--- config.mk ---
export PLATFORM = sky130hd
export DESIGN_NAME = fifo_wr_arbiter
export DESIGN_NICKNAME = d
export VERILOG_FILES = /design/src/rtl/fifo_wr_arbiter.sv
export SDC_FILE = /design/constraint.sdc
export NUM_CORES = 1
export LEC_CHECK = 0
export CORE_AREA = 5 5 68 51
export CTS_CLUSTER_SIZE = 20
export DETAILED_ROUTE_END_ITERATION = 10
export DIE_AREA = 0 0 73 56
export PLACE_DENSITY = 0.74
export SLEW_MARGIN = 10
export SYNTH_ARGS = -nofsm -noshare
export SYNTH_HDL_FRONTEND = slang
export SYNTH_SLANG_ARGS = --single-unit
--- constraint.sdc ---
create_clock -name clk -period 1.7 [get_ports clk]
set_clock_uncertainty 0.1 [all_clocks]
set_input_delay 0.34 -clock clk [delete_from_list [all_inputs] [get_ports clk]]
set_output_delay 0.34 -clock clk [all_outputs]
set_load 0.02 [all_outputs]
--- src/rtl/fifo_wr_arbiter.sv ---
// Round-robin write-side arbiter: locks one producer for a burst of up to MAX_BURST
// beats and steers its data onto a shared FIFO write port, stalling while the FIFO is full.
module fifo_wr_arbiter #(
  parameter int NUM_REQ    = 4,
  parameter int DATA_WIDTH = 8,
  parameter int MAX_BURST  = 4
) (
  input  logic                          clk,
  input  logic                          rst,
  input  logic [NUM_REQ-1:0]            req,
  input  logic [NUM_REQ-1:0]            req_last,
  input  logic [NUM_REQ*DATA_WIDTH-1:0] req_data,
  input  logic                          fifo_full,
  output logic [NUM_REQ-1:0]            gnt,
  output logic                          fifo_wr_en,
  output logic [DATA_WIDTH-1:0]         fifo_din,
  output logic [$clog2(NUM_REQ)-1:0]    owner_id,
  output logic                          busy
);

  localparam int IDW = $clog2(NUM_REQ);
  localparam int CW  = $clog2(MAX_BURST + 1);

  typedef enum logic {IDLE, BURST} state_e;

  state_e         state_q, state_d;
  logic [IDW-1:0] owner_q, owner_d;
  logic [IDW-1:0] last_q, last_d;
  logic [CW-1:0]  cnt_q, cnt_d;
  logic           found;
  logic [IDW-1:0] win;

  // Rotating search starting just after the previous owner gives round-robin fairness.
  always_comb begin
    found = 1'b0;
    win   = '0;
    for (int k = 1; k <= NUM_REQ; k++) begin
      if (!found && req[(int'(last_q) + k) % NUM_REQ]) begin
        found = 1'b1;
        win   = IDW'((int'(last_q) + k) % NUM_REQ);
      end
    end
  end

  always_comb begin
    state_d    = state_q;
    owner_d    = owner_q;
    last_d     = last_q;
    cnt_d      = cnt_q;
    busy       = 1'b0;
    gnt        = '0;
    fifo_wr_en = 1'b0;
    fifo_din   = '0;
    case (state_q)
      IDLE: begin
        if (found) begin
          state_d = BURST;
          owner_d = win;
          cnt_d   = '0;
        end
      end
      BURST: begin
        busy       = 1'b1;
        fifo_wr_en = req[owner_q] && !fifo_full;
        if (fifo_wr_en) begin
          gnt[owner_q] = 1'b1;
          fifo_din     = req_data[owner_q*DATA_WIDTH +: DATA_WIDTH];
          if (req_last[owner_q] || cnt_q == CW'(MAX_BURST - 1)) begin
            state_d = IDLE;
            last_d  = owner_q;
            cnt_d   = '0;
          end else begin
            cnt_d = cnt_q + 1'b1;
          end
        end else if (!req[owner_q]) begin
          // Owner walked away mid-burst; a full FIFO alone keeps the lock.
          state_d = IDLE;
          last_d  = owner_q;
          cnt_d   = '0;
        end
      end
      default: state_d = IDLE;
    endcase
  end

  always_ff @(posedge clk or negedge rst) begin
    if (!rst) begin
      state_q <= IDLE;
      owner_q <= '0;
      last_q  <= IDW'(NUM_REQ - 1);
      cnt_q   <= '0;
    end else begin
      state_q <= state_d;
      owner_q <= owner_d;
      last_q  <= last_d;
      cnt_q   <= cnt_d;
    end
  end

  assign owner_id = owner_q;

endmodule

# After elaboration in Yosys (flattened, before gate mapping)
# Cells that the tools add are included.
# totals
output_inout_bits	16
romBits	0
ramBits	0
latch_bits	0
regBits	8
inputBits	43
n_memories	0
# op_classes
reduce_logical	17
addsub	5
n_mul	0
n_eq_ne	5
n_mux	45
magnitude_cmp	6
bitwise	5
div	0
shift	1
# ops
operator	count
$shiftx 32x6->8	1
$mux 1	21
$lt 3x4->1 const B	4
$mux 8	2
$mux 2	7
$bmux 1 s2	6
$mux 3	4
$mux 4	2
$reduce_or 2->1	4
$pmux 3 s2	1
$logic_and 1x1->1	5
$add 2x1->2 const B	2
$add 2x2->2 const B	2
$and 1x1->1 const A	4
$logic_not 1->1	4
$ne 2x1->1 const B	2
$reduce_and 2->1	2
$add 3x1->3 const B	1
$eq 3x2->1 const B	1
$lt 2x3->1 const B	1
$ne 3x2->1 const B	1
$reduce_and 3->1	1
$demux 1 s2	1
$ge 2x1->1 const B	1
4 further kinds	4

# Depth between registers and ports, before layout
# Gate-level depths: netlist (run 1).
# logic_depth
word_depth	18
mapped_depth	6
depth_no_buf	6

# Worst setup path after synthesis (run 1)
# Ideal clock, no wire load.
# synth_path
kind	reg-to-output
startpoint	register owner_q[0] (netlist: owner_id[0])
endpoint	output gnt[2]
path_slack_ns	-0.448
path_buffers	2
required_ns	1.260
stages_incl_launch_ff	6
t_arrival_ns	1.708
cell_sequence	dfrtp_1 -> buf_6 -> mux4_2 -> buf_6 -> nand2_2 -> nor3b_1
# synth_via
elab_chain_len	6
word_cells_on_any_way	10
classes_between	order compare (2); mux (6); reduce/logical (2)
# synth_rtl
element	line_no	rtl
start, declared	27	logic [IDW-1:0] owner_q, owner_d;
start signal, assigned	94	owner_q <= owner_d;
$lt 2x3->1 (not written as such) or $ge 2x1->1 (tied branches)	66	gnt[owner_q] = 1'b1;
$logic_and 1x1->1 (not written as such)	66	
$mux 1 (not written as such)	66	
$demux 1 s2	66	
$mux 4 *	65	if (fifo_wr_en) begin
$mux 4 *	54	case (state_q)
end, declared	14	output logic [NUM_REQ-1:0] gnt,
# Mark *: on every way between the ends. The rest lies on a longest branch, timed or not. The select of a mux whose other input is x is not followed.

# Worst setup path in the final report (run 1)
# layout_path
startpoint	register owner_q[0] (netlist: owner_id[0])
endpoint	output gnt[3]
# The elaborated chain is that of the path after synthesis.

==> flow_summary.yaml, run 1 <==
run_status:
  outcome: "finished, violations left"
  violations: "negative setup slack"
worst_setup_path:
  worstPathCellList: "mux4_2 > nand2_8 > clkinv_4 > and3_4 > buf_6"
  cp_max_fo: 4
  crit_buf_inv: 2
  crit_family: "multiplexers"
  endpoint_kind: "output pin"
  cp-startpoint: "owner_id[0]"
  critPathKind: "flip-flop to output pin"
  required_ns: 1.26
  start_kind: "flip-flop"
  crit_arrival_ns: 1.78
  cp_slowest_cell: "mux4_2"
  critPathMaxStageDelay_ns: 0.65
  timing.rr.start: "owner_id[0]"
synth:
  postSynthCellCount: 80
  synth_cell_type_count: 35
  synth_most_common_cell: "and3_1"
  syn_avg_cell_area_um2: 10.13
  netlist_top_cells_area: "mux4_2 (19%), dfrtp_1 (19%), and3_1 (6.9%), dfstp_2 (6.5%), mux4_1 (6.5%)"
  synth.net_count: 125
  synth_ff_type: "dfrtp_1"
  synth_edf_count: 0
  synth_xor_area_share_pct: 0
  yosysSeqAreaShare_pct: 25.00
  synth_top_family_by_area: "multiplexers"
  synthTopCellsByCount: "and3_1 (9), mux4_2 (7), dfrtp_1 (6)"
  synth_seq_cells: 8
  synth_top_area_cell: "mux4_2"
  async_reset_ff_share_pct: 100.0
  yosysWarnings: 0
  yosys-mux-area-fraction_pct: 32.41
  synth_compound_area_share_pct: 12.04
  synth_top_area_share_pct: 19.44
  yosys.area_share.simple_pct: 19.75
  synthAdderAreaFrac_pct: 3.086
  syn-cell-area_um2: 810.8
clocking:
  cts_tree: "built"
  clock-sinks: 8
  cts_made_buffers: 3
  cts_max_level: 1
  clockBufferDepth: 2
  cts_root_buffer: "clkbuf_8"
  insertion_delay_ns: 0.23
  postCtsHoldBufs: 0
  cts.clk_slew.worst_paths_ns: 0.05
global_route:
  grt_max_degree: 12
  grt_pass1_wl_um: 5451
  grt_pass1_vias: 1029
  grt.total_usage_pct: 17.15
  overflow: 0
  grt_antenna_before_repair: 0
drt:
  met2WireLength_um: 1707
  postRouteAntennaNets: 0
  wl_per_cell_um: 18.07
  met3_wirelength_um: 300
  wl_um: 3488
  dr.max_layer_used: "met4"
  drt-pass1-iter-count: 4
  routed_via_density: 5.311
  drc: 0
  drt-met1-wl_um: 1405
  drt_iter0_markers: 37
  via_count: 1025
floorplanning:
  fp.dieH_um: 56
  pin_count: 59
  core-area_mm2: 0.002723
  chipWidth_um: 73
  dieArea_mm2: 0.004088
  std_cell_rows: 16
  initial_utilization_pct: 29.78
cells_and_area:
  diodes: 0
  post_route_cells_drive_above_1_share_pct: 40.76
  fill_cells: 238
  fin_area_mm2: 0.001690
  syn_to_final_growth_pct: 108.5
  fin_nets: 203
placement:
  place.gp.congestion: 0.8231
  placed_cell_area_mm2: 0.001567
  dp_hpwl_um: 2566
  place_ws_ns: -1.045
  port_buffers: 58
min_path:
  hold_path.class: "input pin to asynchronous set/reset pin"
timing:
  min_period_ns: 2.216
  whs_ns: 0.3052
  rsz0062_at_grt: "yes"
  worst_slew_pin_slew_ns: 0.4011
  fmax_mhz: 451.2
  maxSlewHeadroom_pct: 73.17
  fin_crit_sh_pct: 130.4
  final_max_slew_viol_count: 0
  post-route-worst-setup-slack_ns: -0.5161
  hold_violations: 0
  setup_viol: 19
job:
  cap_violations: 0
power:
  vdd_ir_drop_max_uv: 622.7
  leakagePower_nw: 0.7403
  cellPowerDensity_mw_per_mm2: 1367
[metrics by stage]
stage          utilization, %  power, mW  std cells  TNS, ns
3_3_place_gp            57.54      1.821        182   -14.82
2_1_floorplan               -      1.284         80   -3.246
6_report                62.09      2.310        193   -7.300
4_1_cts                 62.32      2.307        193   -7.062
3_5_place_dp            57.54      1.865        182   -15.68
5_1_grt                 62.09      2.455        193   -8.010
[cells by family (layout without fill, tap and decap cells)]
logic type | count (synthesis) | after routing
muxes | 14 | 15
AOI/OAI and AO/OA | 15 | 15
buffers and inverters | 12 | 88
adders and majority gates | 2 | 2
DFF | 8 | 8
and+or+nand+nor | 29 | 29
[final cells by class]
cell class / instances / area, um2 / share of cell area [%]
clock buffers: 4 / 45.04 / 2.665
inverters: 5 / 23.77 / 1.406
multi-input cells: 61 / 626.9 / 37.08
flip-flops and latches: 8 / 203.9 / 12.07
well taps: 36 / 45.04 / 2.665
repair buffers: 79 / 745.7 / 44.12
[final timing paths]
kind	endpoint	slack [ns]	depth (start not counted)
setup / recovery	gnt[3]	-0.52	5
hold / removal	cnt_q[2]	0.31	1
setup reg to reg	last_q[0]	-0.28	6
hold reg to reg	cnt_q[1]	0.40	2
max in group asynchronous	last_q[0]	0.87	1
min in group clk	cnt_q[1]	0.40	2
[where the power goes]
| part | total (mW) | switching (mW) | internal (mW) | leakage (nW) |
|---|---|---|---|---|
| Clock | 0.244 | 0.0805 | 0.163 | 0.0228 |
| Sequential | 0.387 | 0.105 | 0.283 | 0.0963 |
| Combinational | 1.68 | 0.745 | 0.934 | 0.621 |
[routing by layer]
metal  up-vias  global-route usage, %
met3        10                  3.971
met5         -                      0
met1       494                  20.35
met4         0                  6.579
li1        461                      -
met2        60                  29.43
[what timing repair did]
action	in CTS	in global routing
resized for setup	87	2
setup endpoints to repair	22	20
setup buffers	6	0
pin swaps	2	1
cloned	1	0
[registers in the layout (all words and copies together) (netlist names)]
register / cells
cnt_q: 3
last_q: 2
owner_id: 2
state_q: 1
[cell usage in the layout (no fill, tap or decap), types with 2 or more instances in the layout]
cell type        count
nor2_1               5
clkdlybuf4s50_1     38
a21oi_1              3
buf_4               19
dlygate4sd2_1        6
and3_1               4
ha_1                 2
mux4_2               9
and3_4               4
inv_1                4
dfstp_2              2
buf_2                5
nand2_1              4
o21ai_1              3
buf_12               2
dfrtp_1              5
nor2b_1              2
buf_6                8
clkbuf_8             3
mux2i_1              3
No activity file was read; power rests on OpenSTA's default activity.
==> inputs of run 2 (changes only) <==
--- a/config.mk
+++ b/config.mk
@@ -5,10 +5,10 @@
 export SDC_FILE = /design/constraint.sdc
 export NUM_CORES = 1
 export LEC_CHECK = 0
-export CORE_AREA = 5 5 68 51
+export CORE_AREA = 5 5 79 45
 export CTS_CLUSTER_SIZE = 20
 export DETAILED_ROUTE_END_ITERATION = 10
-export DIE_AREA = 0 0 73 56
+export DIE_AREA = 0 0 84 50
 export PLACE_DENSITY = 0.74
 export SLEW_MARGIN = 10
 export SYNTH_ARGS = -nofsm -noshare
==> flow_summary.yaml, run 2 (same netlist as run 1, synthesis figures left out) <==
cells_and_area:
  post_route_cells_drive_above_1_share_pct: 41.94
  syn_to_final_growth_pct: 107.7
  fin_nets: 201
  largest_register_ffs: 3
  utilization_pct: 60.09
  diodes: 0
  final_common_cell: "clkdlybuf4s50_1"
  final_cell_mix: "clkdlybuf4s50_1 (38), buf_4 (19), mux4_2 (9), buf_6 (9), and3_4 (7)"
  top_register: "cnt_q"
drt:
  postRouteAntennaNets: 0
  drc: 0
  drt_iter0_markers: 51
  dr.max_layer_used: "met4"
  met2WireLength_um: 1594
  drt-pass1-iter-count: 4
  routed_via_density: 5.103
  wl_per_cell_um: 17.66
  drt-met1-wl_um: 1476
  wl_um: 3444
  via_count: 995
  met3_wirelength_um: 320
clocking:
  clock-sinks: 8
  cts_tree: "built"
  insertion_delay_ns: 0.23
  clockBufferDepth: 2
  cts_root_buffer: "clkbuf_8"
  cts_made_buffers: 3
  cts_max_level: 1
  cts.clk_slew.worst_paths_ns: 0.04
worst_setup_path:
  endpoint_kind: "output pin"
  cp-startpoint: "owner_id[0]"
  cp_max_fo: 4
  crit_arrival_ns: 1.69
  required_ns: 1.26
  start_kind: "flip-flop"
  reg2reg_depth: 7
  timing.rr.start: "owner_id[0]"
  critPathKind: "flip-flop to output pin"
  rrSetupSlack_ns: -0.36
  crit-reg2reg-capture: "last_q[1]"
global_route:
  grt_pass1_wl_um: 5181
  grt.total_usage_pct: 15.66
  grt_max_degree: 18
  grt_pass1_vias: 986
  overflow: 0
  grt_antenna_before_repair: 0
run_status:
  outcome: "finished, violations left"
  violations: "negative setup slack"
min_path:
  hold_path.class: "input pin to asynchronous set/reset pin"
timing:
  fmax_mhz: 468.9
  setup_viol: 19
  worst_slew_pin_slew_ns: 0.3627
  maxSlewHeadroom_pct: 75.74
  final_max_slew_viol_count: 0
  post-route-worst-setup-slack_ns: -0.4326
  hold_violations: 0
  min_period_ns: 2.133
  fin_crit_sh_pct: 125.4
  rsz0062_at_grt: "yes"
floorplanning:
  core-area_mm2: 0.002803
  std_cell_rows: 14
  initial_utilization_pct: 28.93
  dieArea_mm2: 0.004200
  pin_count: 59
  fp.dieH_um: 50
  chipWidth_um: 84
power:
  total_power_mw: 2.273
  cellPowerDensity_mw_per_mm2: 1349
  leakagePower_nw: 0.7204
  vdd_ir_drop_max_uv: 544.7
job:
  cap_violations: 0
placement:
  port_buffers: 58
  dp_hpwl_um: 2570
  place.gp.congestion: 0.9206
run 2: cell type report:
| cell class | count | area, um2 |
|---|---|---|
| Multi-Input combinational cell | 61 | 641.9 |
| Inverter | 5 | 23.77 |
| Timing Repair Buffer | 77 | 719.4 |
| Fill cell | 227 | 1119 |
| Sequential cell | 8 | 203.9 |
| Clock buffer | 4 | 45.04 |
| Tap cell | 40 | 50.05 |
run 2: per-layer routing:
layer	up-vias	track usage, %
li1	452	-
met1	480	19.92
met2	55	25.99
met3	8	3.993
met4	0	5.348
met5	-	0
run 2: repair_timing:
item | 4_1_cts | 5_1_grt
gates cloned | 1 | 0
gates resized for setup | 90 | 4
setup endpoints to repair | 22 | 20
pin swaps | 5 | 2
hold buffers | 0 | 0
setup buffers | 3 | 0
run 2: per-stage QoR:
| step | hold WS [ns] | area (um2) | instances | worst slack (ns) | setup TNS (ns) |
|---|---|---|---|---|---|
| after floorplan | -0.05559 | 860.8 | 80 | -0.2923 | -3.246 |
| after global placement | 0.3781 | 1579 | 187 | -0.9560 | -13.93 |
| after detailed placement | 0.3996 | 1579 | 187 | -0.9978 | -14.75 |
| after CTS | 0.2908 | 1682 | 195 | -0.4215 | -6.454 |
| after global routing | 0.3125 | 1684 | 195 | -0.4848 | -7.880 |
| final | 0.2883 | 1684 | 195 | -0.4326 | -6.787 |
run 2: worst max-delay path, stage by stage (launching register included):
cell and delay [ns]:
dfrtp_2 0.42, mux4_2 0.60, buf_6 0.16, and3_4 0.14, buf_6 0.12
run 2: worst max path at each step:
stage / end / slack [ns]
floorplan: gnt[3] / -0.29
global placement: gnt[3] / -0.96
detailed placement: gnt[3] / -1.0
CTS: fifo_din[2] / -0.42
global route: fifo_din[2] / -0.48
finish: fifo_din[2] / -0.43
run 2: power breakdown:
part           leakage, nW  switching, mW  internal, mW
registers           0.0963         0.0864         0.283
logic                0.601          0.750         0.912
clock network       0.0228         0.0780         0.163
